$ cat config.mk
export PLATFORM = sky130hd
export DESIGN_NAME = yblock_cfg_loader
export DESIGN_NICKNAME = d
export VERILOG_FILES = /design/src/rtl/yblock_cfg_loader.sv
export SDC_FILE = /design/constraint.sdc
export NUM_CORES = 1
export LEC_CHECK = 0
export ABC_AREA = 1
export CAP_MARGIN = 10
export CORE_ASPECT_RATIO = 1.2
export CORE_UTILIZATION = 49
export DETAILED_ROUTE_END_ITERATION = 6
export GPL_TIMING_DRIVEN = 0
export HOLD_SLACK_MARGIN = 0.15
export PLACE_DENSITY_LB_ADDON = 0.05
export SKIP_LAST_GASP = 1
export SYNTH_ARGS = -nofsm -noshare
export SYNTH_HDL_FRONTEND = slang
export SYNTH_SLANG_ARGS = --single-unit
$ cat constraint.sdc
create_clock -name clk -period 5.15 [get_ports clk]
set_clock_uncertainty 0.2 [all_clocks]
set_input_delay 0.515 -clock clk [delete_from_list [all_inputs] [get_ports clk]]
set_output_delay 0.515 -clock clk [all_outputs]
set_load 0.05 [all_outputs]
$ cat src/rtl/yblock_cfg_loader.sv
// Configuration loader for a yellow-cell block: accepts row-wide words over valid/ready,
// strobes each onto the block column bus with programmable setup/pulse/hold timing, and returns readback.
module yblock_cfg_loader #(
    parameter int BLOCKWIDTH  = 8,
    parameter int BLOCKHEIGHT = 8,
    parameter int CELLBITS    = 3,
    parameter int SETUP_CYC   = 1,
    parameter int PULSE_CYC   = 1,
    parameter int HOLD_CYC    = 1,
    parameter int RESET_CYC   = 2,
    parameter int CW          = $clog2(BLOCKHEIGHT * CELLBITS + 1)
) (
    input  logic                  clk,
    input  logic                  reset,
    input  logic                  clear,
    input  logic                  cfg_valid,
    output logic                  cfg_ready,
    input  logic [BLOCKWIDTH-1:0] cfg_data,
    output logic                  blk_reset,
    output logic                  confclk,
    output logic [BLOCKWIDTH-1:0] cbitout,
    input  logic [BLOCKWIDTH-1:0] cbitret,
    output logic                  ret_valid,
    output logic [BLOCKWIDTH-1:0] ret_data,
    output logic                  done,
    output logic [CW-1:0]         count
);

    localparam int NWORDS = BLOCKHEIGHT * CELLBITS;
    localparam int PMAX   = (SETUP_CYC > PULSE_CYC)
                          ? ((SETUP_CYC > HOLD_CYC) ? SETUP_CYC : HOLD_CYC)
                          : ((PULSE_CYC > HOLD_CYC) ? PULSE_CYC : HOLD_CYC);
    localparam int PW     = $clog2(PMAX + 1);
    localparam int RW     = $clog2(RESET_CYC + 1);

    typedef enum logic [2:0] {
        ST_CLR,
        ST_IDLE,
        ST_SETUP,
        ST_HIGH,
        ST_HOLD
    } state_t;

    state_t                state_q, state_d;
    logic [RW-1:0]         rst_cnt_q, rst_cnt_d;
    logic [PW-1:0]         ph_q, ph_d;
    logic                  blk_reset_q, blk_reset_d;
    logic                  confclk_q, confclk_d;
    logic                  cfg_ready_q, cfg_ready_d;
    logic                  ret_valid_q, ret_valid_d;
    logic                  done_q, done_d;
    logic [CW-1:0]         count_q, count_d;
    logic [BLOCKWIDTH-1:0] cbitout_q, cbitout_d;
    logic [BLOCKWIDTH-1:0] ret_data_q, ret_data_d;

    always_comb begin
        state_d     = state_q;
        rst_cnt_d   = rst_cnt_q;
        ph_d        = ph_q;
        cbitout_d   = cbitout_q;
        ret_data_d  = ret_data_q;
        count_d     = count_q;
        done_d      = done_q;
        ret_valid_d = 1'b0;
        confclk_d   = 1'b0;
        blk_reset_d = 1'b0;
        cfg_ready_d = 1'b0;

        if (clear) begin
            state_d   = ST_CLR;
            rst_cnt_d = RW'(RESET_CYC);
            count_d   = '0;
            done_d    = 1'b0;
        end else begin
            unique case (state_q)
                ST_CLR: begin
                    if (rst_cnt_q <= RW'(1)) state_d = ST_IDLE;
                    else                     rst_cnt_d = rst_cnt_q - RW'(1);
                end
                ST_IDLE: begin
                    if (cfg_valid && cfg_ready_q) begin
                        cbitout_d = cfg_data;
                        state_d   = ST_SETUP;
                        ph_d      = PW'(SETUP_CYC);
                    end
                end
                ST_SETUP: begin
                    if (ph_q <= PW'(1)) begin
                        state_d = ST_HIGH;
                        ph_d    = PW'(PULSE_CYC);
                    end else begin
                        ph_d = ph_q - PW'(1);
                    end
                end
                ST_HIGH: begin
                    if (ph_q <= PW'(1)) begin
                        state_d = ST_HOLD;
                        ph_d    = PW'(HOLD_CYC);
                    end else begin
                        ph_d = ph_q - PW'(1);
                    end
                end
                ST_HOLD: begin
                    if (ph_q <= PW'(1)) begin
                        state_d = ST_IDLE;
                        if (count_q != CW'(NWORDS)) count_d = count_q + CW'(1);
                    end else begin
                        ph_d = ph_q - PW'(1);
                    end
                end
                default: state_d = ST_CLR;
            endcase
        end

        // Outputs are registered, so they are derived from the state being entered.
        blk_reset_d = (state_d == ST_CLR);
        confclk_d   = (state_d == ST_HIGH);
        if (state_d == ST_IDLE && count_d == CW'(NWORDS)) done_d = 1'b1;
        cfg_ready_d = (state_d == ST_IDLE) && !done_d;
        // Capture the block's bottom row before the rising confclk shifts it.
        ret_valid_d = confclk_d && !confclk_q;
        if (ret_valid_d) ret_data_d = cbitret;
    end

    always_ff @(posedge clk or negedge reset) begin
        if (!reset) begin
            state_q     <= ST_CLR;
            rst_cnt_q   <= RW'(RESET_CYC);
            ph_q        <= '0;
            blk_reset_q <= 1'b1;
            confclk_q   <= 1'b0;
            cfg_ready_q <= 1'b0;
            ret_valid_q <= 1'b0;
            done_q      <= 1'b0;
            count_q     <= '0;
            cbitout_q   <= '0;
            ret_data_q  <= '0;
        end else begin
            state_q     <= state_d;
            rst_cnt_q   <= rst_cnt_d;
            ph_q        <= ph_d;
            blk_reset_q <= blk_reset_d;
            confclk_q   <= confclk_d;
            cfg_ready_q <= cfg_ready_d;
            ret_valid_q <= ret_valid_d;
            done_q      <= done_d;
            count_q     <= count_d;
            cbitout_q   <= cbitout_d;
            ret_data_q  <= ret_data_d;
        end
    end

    assign blk_reset = blk_reset_q;
    assign confclk   = confclk_q;
    assign cfg_ready = cfg_ready_q;
    assign ret_valid = ret_valid_q;
    assign ret_data  = ret_data_q;
    assign done      = done_q;
    assign count     = count_q;
    assign cbitout   = cbitout_q;

endmodule

Word level (Yosys, flattened, before mapping)

Index checks and enable logic that the tools add are counted.

Register bits: 32
Output and inout bits: 26
Word-level logic and storage cells: 62

$add $sub $neg: 3
Magnitude comparators: 2
Equality and inequality tests: 11
Mux-type cells: 20
Bitwise logic cells: 1
Reduce and logical (&&, ||, !) cells: 14

Operators with widths:

| kind                  | number |
|---|---|
| $mux W5               | 4 |
| $mux W3               | 6 |
| $pmux W3 S5           | 1 |
| $eq A3 B2 Y1 const B  | 3 |
| $eq A3 B1 Y1 const B  | 2 |
| $logic_not A3 Y1      | 2 |
| $mux W2               | 3 |
| $ne A2 B2 Y1 const B  | 3 |
| $add A5 B1 Y5 const B | 1 |
| $eq A5 B5 Y1 const B  | 1 |
| $mux W1               | 5 |
| $ne A5 B5 Y1 const B  | 1 |
| $logic_and A1 B1 Y1   | 4 |
| $reduce_and A4 Y1     | 1 |
| $eq A3 B3 Y1 const B  | 1 |
| $pmux W1 S3           | 1 |
| $reduce_and A3 Y1     | 1 |
| $reduce_bool A3 Y1    | 1 |
| $le A2 B1 Y1 const B  | 1 |
| $logic_not A1 Y1      | 2 |
| $reduce_and A2 Y1     | 1 |
| $reduce_bool A2 Y1    | 1 |
| $reduce_or A2 Y1      | 1 |
| $sub A2 B1 Y2 const B | 1 |
| 3 further kinds       | 3 |

Longest topological paths before layout

Gate-level depths: netlist of run 1.

Depth after elaboration: 10
Gate-level depth with buffers: 13
Mapped depth without buffers: 13

Worst setup path after synthesis of run 1

No wires, ideal clock.

Kind: register to register
Start: reg count_q[0], in the netlist count[0]
End: reg cfg_ready_q, in the netlist cfg_ready
Library setup time: 0.114 ns
Arrival time: 1.705 ns
Slack: 3.131 ns
Cell stages (with the launch flop): 10
Path buffers: 0
Clock period less this slack: 2.019 ns
Path through: dfrtp_1 inv_1 ha_1 or2_2 nand3_1 nand2_1 inv_1 nand3_1 nand3_1 inv_1

Cells in the longest elaborated chain, start to end: 10
Elaborated cells between the ends (all ways): 11

Ends and longest elaborated chain:

| what                                                 | line | source |
|---|---|---|
| from (decl)                                          | 52   | `logic [CW-1:0] count_q, count_d;` |
| from (signal assigned)                               | 147  | `count_q <= count_d;` |
| $add A5 B1 Y5 / $ne A5 B5 Y1 (equally long branches) | 106  | `if (count_q != CW'(NWORDS)) count_d = count_q + CW'(1);` |
| $mux W5                                              | 106  |  |
| $mux W5                                              | 104  | `if (ph_q <= PW'(1)) begin` |
| $mux W5 *                                            | 75   | `unique case (state_q)` |
| $mux W5 *                                            | 69   | `if (clear) begin` |
| $eq A5 B5 Y1 *                                       | 118  | `if (state_d == ST_IDLE && count_d == CW'(NWORDS)) done_d = 1'b1;` |
| $logic_and A1 B1 Y1 *                                | 118  |  |
| $mux W1 *                                            | 118  |  |
| $logic_not A1 Y1 *                                   | 119  | `cfg_ready_d = (state_d == ST_IDLE) && !done_d;` |
| $logic_and A1 B1 Y1 *                                | 119  |  |
| net cfg_ready_d                                      | 49   | `logic cfg_ready_q, cfg_ready_d;` |
| to (signal assigned)                                 | 144  | `cfg_ready_q <= cfg_ready_d;` |
| to (decl)                                            | 49   |  |

The timed path passes the listed nets; every way through them passes the cells marked *.
A chain may end at the register's enable or synchronous reset.

Worst setup path after layout of run 1

Start: reg blk_reset_q, in the netlist blk_reset
End: out blk_reset

RTL lines:

| what                   | line | source |
|---|---|---|
| from (decl)            | 47   | `logic blk_reset_q, blk_reset_d;` |
| from (signal assigned) | 142  | `blk_reset_q <= blk_reset_d;` |
| to (decl)              | 19   | `output logic blk_reset,` |

No word-level cell between the ends.

==> summary.md, run 1 <==
| Metric | Value |
|---|---|
| Status | `complete, no violations` |
| Post-layout util | `72.0%` |
| Synth top area cells | `dfrtp_1, nand2_1, inv_1, mux2_2, nand3_1` |
| Max-slew violations | `0` |
| Vias in the first global route | `1063` |
| CP max stage cell | `clkdlybuf4s50_1` |
| Clock sink count | `31` |
| Synthesized area | `1450 um^2` |
| Fmax | `425 MHz` |
| Final Cycle Share | `45.6%` |
| Hold Vio Cnt, Final | `0` |
| WP data arrival | `1640 ps` |
| Largest family of logic cells by synthesized area | `simple AND/OR/NAND/NOR gates` |
| Largest net degree at the start of global routing | `19` |
| H-tree depth | `2` |
| Simple-Gate Fraction of Synth Area | `23.8%` |
| Most common cell after layout, fill and taps aside | `clkdlybuf4s50_1` |
| PD cells | `481 nW/um^2` |
| Root Buffer | `clkbuf_4` |
| IO Pins | `46` |
| Fraction of layout cells with a size suffix above 1 | `13.1%` |
| First-pass GRT wire length | `4.71 mm` |
| Starting density of the core | `51.7%` |
| Synthesized Nets | `183` |
| Startpoint Class | `flip-flop` |
| DIE HEIGHT | `61.7 um` |
| CTS clk-pin slew, worst paths | `90 ps` |
| Die footprint | `3190 um^2` |
| Max Buffers Root-to-Sink | `2` |
| RSZ-0062 raised after global routing | `no` |
| Setup TNS | `0 ps` |
| Total power | `974 uW` |
| #FFs+latches synth | `31` |
| Vias | `1214` |
| # diodes | `0` |
| # fillers | `223` |
| DP HPWL | `2.31 mm` |
| Post-synthesis mux area share | `6.20%` |
| Crit path cell chain | `clkdlybuf4s50_1` |
| MaxCap Viol Count | `0` |
| Min cycle time layout | `2350 ps` |
| Final setup vio count | `0` |
| DRC violations left | `0` |
| Placed insts | `240` |
| Number of library cell types mapped by synthesis | `21` |
| DRT iter0 DRCs | `10` |
| Syn. warnings | `0` |
| Synth area leader | `dfrtp_1` |
| Synth Area in Adders | `2.58%` |
| Die W | `51.7 um` |
| Synth Instances | `160` |
| Initial antenna violation count | `0` |
| Leak pwr | `1.02 nW` |
| Yosys top cell area share | `49.9%` |
| ANT nets after route | `0` |
| Commonest non-fill, non-tap cells in the layout | `clkdlybuf4s50_1, nand2_1, inv_1` |
| Slew headroom | `52.2%` |
| Clk Latency, worst-skew pair | `320 ps` |
| Buf/Inv on CP | `1` |
| Setup Crit Path Kind | `reg2out` |
| TritonRoute pass-1 iters | `4` |
| Setup Fix Bufs, Post-CTS | `0` |
| CP top delay family | `buffers and inverters` |
| Hold Path Class | `reg2reg` |
| IO buf count | `45` |
| Register area share after synthesis | `53.5%` |
| CTS Buf Count | `5` |
| WL/cell | `12.2 um` |
| Compound-Gate Fraction of Synth Area | `4.39%` |
| Post-DR vias/cell | `4.90` |
| Synthesized area per cell | `9.09 um^2` |
| CP endpoint kind | `output pin` |
| Non-Filler Instances | `248` |
| Global placement routability congestion | `0.753` |
| Synth Area in XOR/XNOR | `0%` |
| Post-CTS sizing | `0` |
| Final net count | `236` |
| Hold-fix buffers at CTS | `0` |
| GRT Total Usage | `21.1%` |
| Total grt overflow | `0` |
| CP max stage delay | `790 ps` |
| Number of core rows | `21` |
| Worst vdd ir | `452 uV` |
| CTS tree | `done` |
| Worst-margin pin slew | `715 ps` |
| Core ar. | `2810 um^2` |
| Required time worst endpoint | `4430 ps` |
| Crit Path Max Fanout | `1` |
| P&R area growth vs syn | `39.2%` |
| Post-Route WL | `3.03 mm` |
cell type report:
class                           instances  area (um^2)  share of cell area (%)
Multi-Input combinational cell         96          537                    26.5
Tap cell                               34         42.5                    2.10
Timing Repair Buffer                   46          478                    23.6
Sequential cell                        31          778                    38.4
Clock inverter                          1         5.00                   0.247
Inverter                               31          116                    5.75
Clock buffer                            7         45.0                    2.22
Buffer                                  2         22.5                    1.11
where the power goes:
part	switching (mW)	internal (mW)	leakage [nW]	total, mW
logic	0.320	0.170	0.602	0.490
registers	0.0358	0.317	0.391	0.353
clock network	0.0780	0.0531	0.0293	0.131
flip-flops by register name, indices dropped and copies added (netlist names):
name	cells
confclk	1
cbitout	8
rst_cnt_q	2
ret_valid	1
state_q	3
count	5
blk_reset	1
ret_data	8
cfg_ready	1
done	1
routing by layer:
metal  share of wire, %  GRT usage, %  vias up
li1                   -             -      611
met1                 41          23.8      563
met2                 52          36.7       33
met3                5.4          7.65        7
met4                1.7          8.11        0
met5                  0             0        -
worst paths after layout:
path,startpoint,to,slack (ps),cells past startpoint
worst max-delay path,blk_reset,blk_reset,2800,1
worst max register to register,rst_cnt_q[1],ret_data[5],3140,9
min in group asynchronous,reset,ret_data[2],410,1
worst min-delay path,rst_cnt_q[1],rst_cnt_q[1],290,2
max in group asynchronous,reset,count[1],3800,2
worst min register to register,rst_cnt_q[1],rst_cnt_q[1],290,2
Yosys cell counts:
library cell	number
nand2_1	37
nor3_4	2
nor4_1	1
nor2_1	11
mux2_2	8
o21ai_2	1
dfstp_2	2
nand3_2	1
nand4_1	4
o21ai_1	2
o21ai_0	8
clkinv_1	1
inv_1	30
or2_2	2
dfrtp_1	29
nand2_2	3
a21oi_1	1
ha_1	3
nor3_1	1
nand3_1	11
buf_6	2
metrics by stage:
step	cell area [um^2]	setup slack, ps	hold slack [ps]
2_1_floorplan	1450	3130	19.4
4_1_cts	2020	2780	296
3_3_place_gp	1950	2660	266
6_report	2020	2800	292
5_1_grt	2020	2730	318
3_5_place_dp	1970	2610	282
cells by family after synthesis:
family	after synthesis
simple gates	73
fa+ha+maj	3
compound gates	12
flops	31
mux	8
buf+inv	33
No activity file was read; power rests on OpenSTA's default activity.
==> inputs of run 2 (changes only) <==
Settings changed: CORE_UTILIZATION 49 to 41.
Clock period 5.15 ns to 2.09 ns, I/O delays scaled along.
==> run 2 against run 1 <==
Hold slack worse by 150 ps. Worst setup slack worse by 2700 ps. Combinational power grew to 2.5 times the previous value. Critical path type unchanged.
==> summary.md, run 2 (synthesis results as in run 1) <==
| Metric | Value |
|---|---|
| P&R area growth vs syn | `43.6% (was 39.2%)` |
| Hold Path Class | `in2async (was reg2reg)` |
| GRT Total Usage | `18.3% (was 21.1%)` |
| Design area | `2090 um^2 (was 2020 um^2)` |
| Largest net degree at the start of global routing | `20 (was 19)` |
| Final Cycle Share | `95.1%` |
| Commonest non-fill, non-tap cells in the layout | `clkdlybuf4s50_1, nand2_1, inv_1 (unchanged)` |
| CP top delay family | `buffers and inverters (unchanged)` |
| Worst vdd ir | `1040 uV (was 452 uV)` |
| Area of the multi-input gates | `544 um^2 (was 537 um^2)` |
| Crit Path Max Fanout | `8 (was 1)` |
| DRC violations left | `0 (unchanged)` |
| Met3 wire length | `154 um (was 164 um)` |
| Die W | `56.4 um (was 51.7 um)` |
| Initial antenna violation count | `0 (unchanged)` |
| # diodes | `0 (unchanged)` |
| Reg2Reg Setup Slack | `110 ps (was 3140 ps)` |
| CTS tree | `done (unchanged)` |
| Max Buffers Root-to-Sink | `2 (unchanged)` |
| Post-DR vias/cell | `4.77 (was 4.90)` |
| Startpoint Class | `flip-flop (unchanged)` |
| Vias in the first global route | `1227 (was 1063)` |
| Worst-margin pin slew | `665 ps (was 715 ps)` |
| Starting density of the core | `43.2% (was 51.7%)` |
| DP Area | `1980 um^2 (was 1970 um^2)` |
| Non-Filler Instances | `253 (was 248)` |
| H-tree depth | `2 (unchanged)` |
| Place WS | `-131 ps (was 2610 ps)` |
| Final setup vio count | `0 (unchanged)` |
| Clk Latency, worst-skew pair | `270 ps (was 320 ps)` |
| CTS clk-pin slew, worst paths | `60 ps (was 90 ps)` |
| Die footprint | `3790 um^2 (was 3190 um^2)` |
| Fmax | `503 MHz` |
| Core ar. | `3370 um^2 (was 2810 um^2)` |
| First-pass GRT wire length | `5.15 mm (was 4.71 mm)` |
| CP max stage cell | `clkdlybuf4s50_1 (unchanged)` |
| Clock sink count | `31 (unchanged)` |
| Global placement routability congestion | `0.798 (was 0.753)` |
| PD cells | `1210 nW/um^2 (was 481 nW/um^2)` |
| Required time worst endpoint | `1680 ps (was 4430 ps)` |
| ANT nets after route | `0 (unchanged)` |
| IO Pins | `46 (unchanged)` |
| DIE HEIGHT | `67.2 um (was 61.7 um)` |
| Crit path cell chain | `clkdlybuf4s50_1 (unchanged)` |
| Hold Vio Cnt, Final | `0 (unchanged)` |
| Number of core rows | `23 (was 21)` |
| MaxCap Viol Count | `0 (unchanged)` |
| Final net count | `240 (was 236)` |
| DRT iter0 DRCs | `33 (was 10)` |
| WL/cell | `11.8 um (was 12.2 um)` |
| WL met1 | `1.23 mm (was 1.25 mm)` |
| Slew headroom | `55.6% (was 52.2%)` |
| IO buf count | `45 (unchanged)` |
| Fraction of layout cells with a size suffix above 1 | `14.8% (was 13.1%)` |
| CP endpoint kind | `output pin (unchanged)` |
| Setup TNS | `0 ps (unchanged)` |
| Max-slew violations | `0 (unchanged)` |
| DP HPWL | `2.24 mm (was 2.31 mm)` |
| Min cycle time layout | `1990 ps` |
| TritonRoute pass-1 iters | `4 (unchanged)` |
| WP data arrival | `1580 ps (was 1640 ps)` |
| CTS Buf Count | `5 (unchanged)` |
| Hold-fix buffers at CTS | `0 (unchanged)` |
| Vias | `1208 (was 1214)` |
| Metal2 WL | `1.58 mm (was 1.57 mm)` |
| Leak pwr | `1.06 nW (was 1.02 nW)` |
| Post-Route WL | `2.99 mm (was 3.03 mm)` |
| # fillers | `285 (was 223)` |
| Total power | `2.52 mW (was 974 uW)` |
| Status | `complete, no violations (unchanged)` |
| Placed insts | `243 (was 240)` |
| Setup Crit Path Kind | `reg2out (unchanged)` |
| Root Buffer | `clkbuf_8 (was clkbuf_4)` |
| Total grt overflow | `0 (unchanged)` |
| Storage element area | `778 um^2 (unchanged)` |
| Buf/Inv on CP | `1 (unchanged)` |
| Most common cell after layout, fill and taps aside | `clkdlybuf4s50_1 (unchanged)` |
| Top sig layer | `met4 (unchanged)` |
| CP max stage delay | `840 ps (was 790 ps)` |
| Final WS setup | `102 ps (was 2800 ps)` |
==> run 2: changes by cell type in the layout (fill, tap and decap cells not counted) <==
cell      change
clkbuf_1      -1
nand2_4       +1
nand2_1       -1
clkinv_2      -1
clkbuf_4      -5
clkbuf_8      +5
buf_4         +4
==> run 2: metrics by stage <==
step                hold WS [ps]  util, %
floorplan                   -287        -
global placement             268     57.9
detailed placement           270     58.8
CTS                          167     60.9
global route                 192     62.0
finish                       142     62.0
==> run 2: power by group <==
part / leakage [nW] / total (mW) / switching [mW] / internal [mW]
Sequential: 0.391 / 0.871 / 0.0871 / 0.784
Combinational: 0.629 / 1.24 / 0.799 / 0.438
Clock: 0.0371 / 0.409 / 0.188 / 0.221
==> run 2: what timing repair did <==
action	in CTS	in global routing
hold endpoints to repair	0	0
buffers inserted	0	4
setup endpoints to repair	0	8
resized for setup	0	2
==> run 2: area by class of cell <==
class                   count  area share (%)
flip-flops and latches     31            37.3
well taps                  37            2.22
inverters                  31            5.57
clock buffers               6            3.48
plain buffers               2            1.08
multi-input cells          96            26.1
repair buffers             50            24.3
==> run 2: layer usage <==
layer	GRT usage, %	up-vias
met2	32.3	26
met5	0	-
met3	6.51	2
met4	7.62	0
li1	-	614
met1	20.1	566
==> run 2: worst paths after layout <==
| check | start | end | depth (start not counted) |
|---|---|---|---|
| worst max-delay path | count[2] | count[2] | 1 |
| worst min-delay path | reset | ret_data[0] | 1 |
| worst max register to register | rst_cnt_q[1] | ret_data[1] | 10 |
| worst min register to register | rst_cnt_q[1] | rst_cnt_q[1] | 2 |
| max in group asynchronous | reset | cbitout[5] | 2 |
| min in group clk | cbitret[4] | ret_data[4] | 3 |
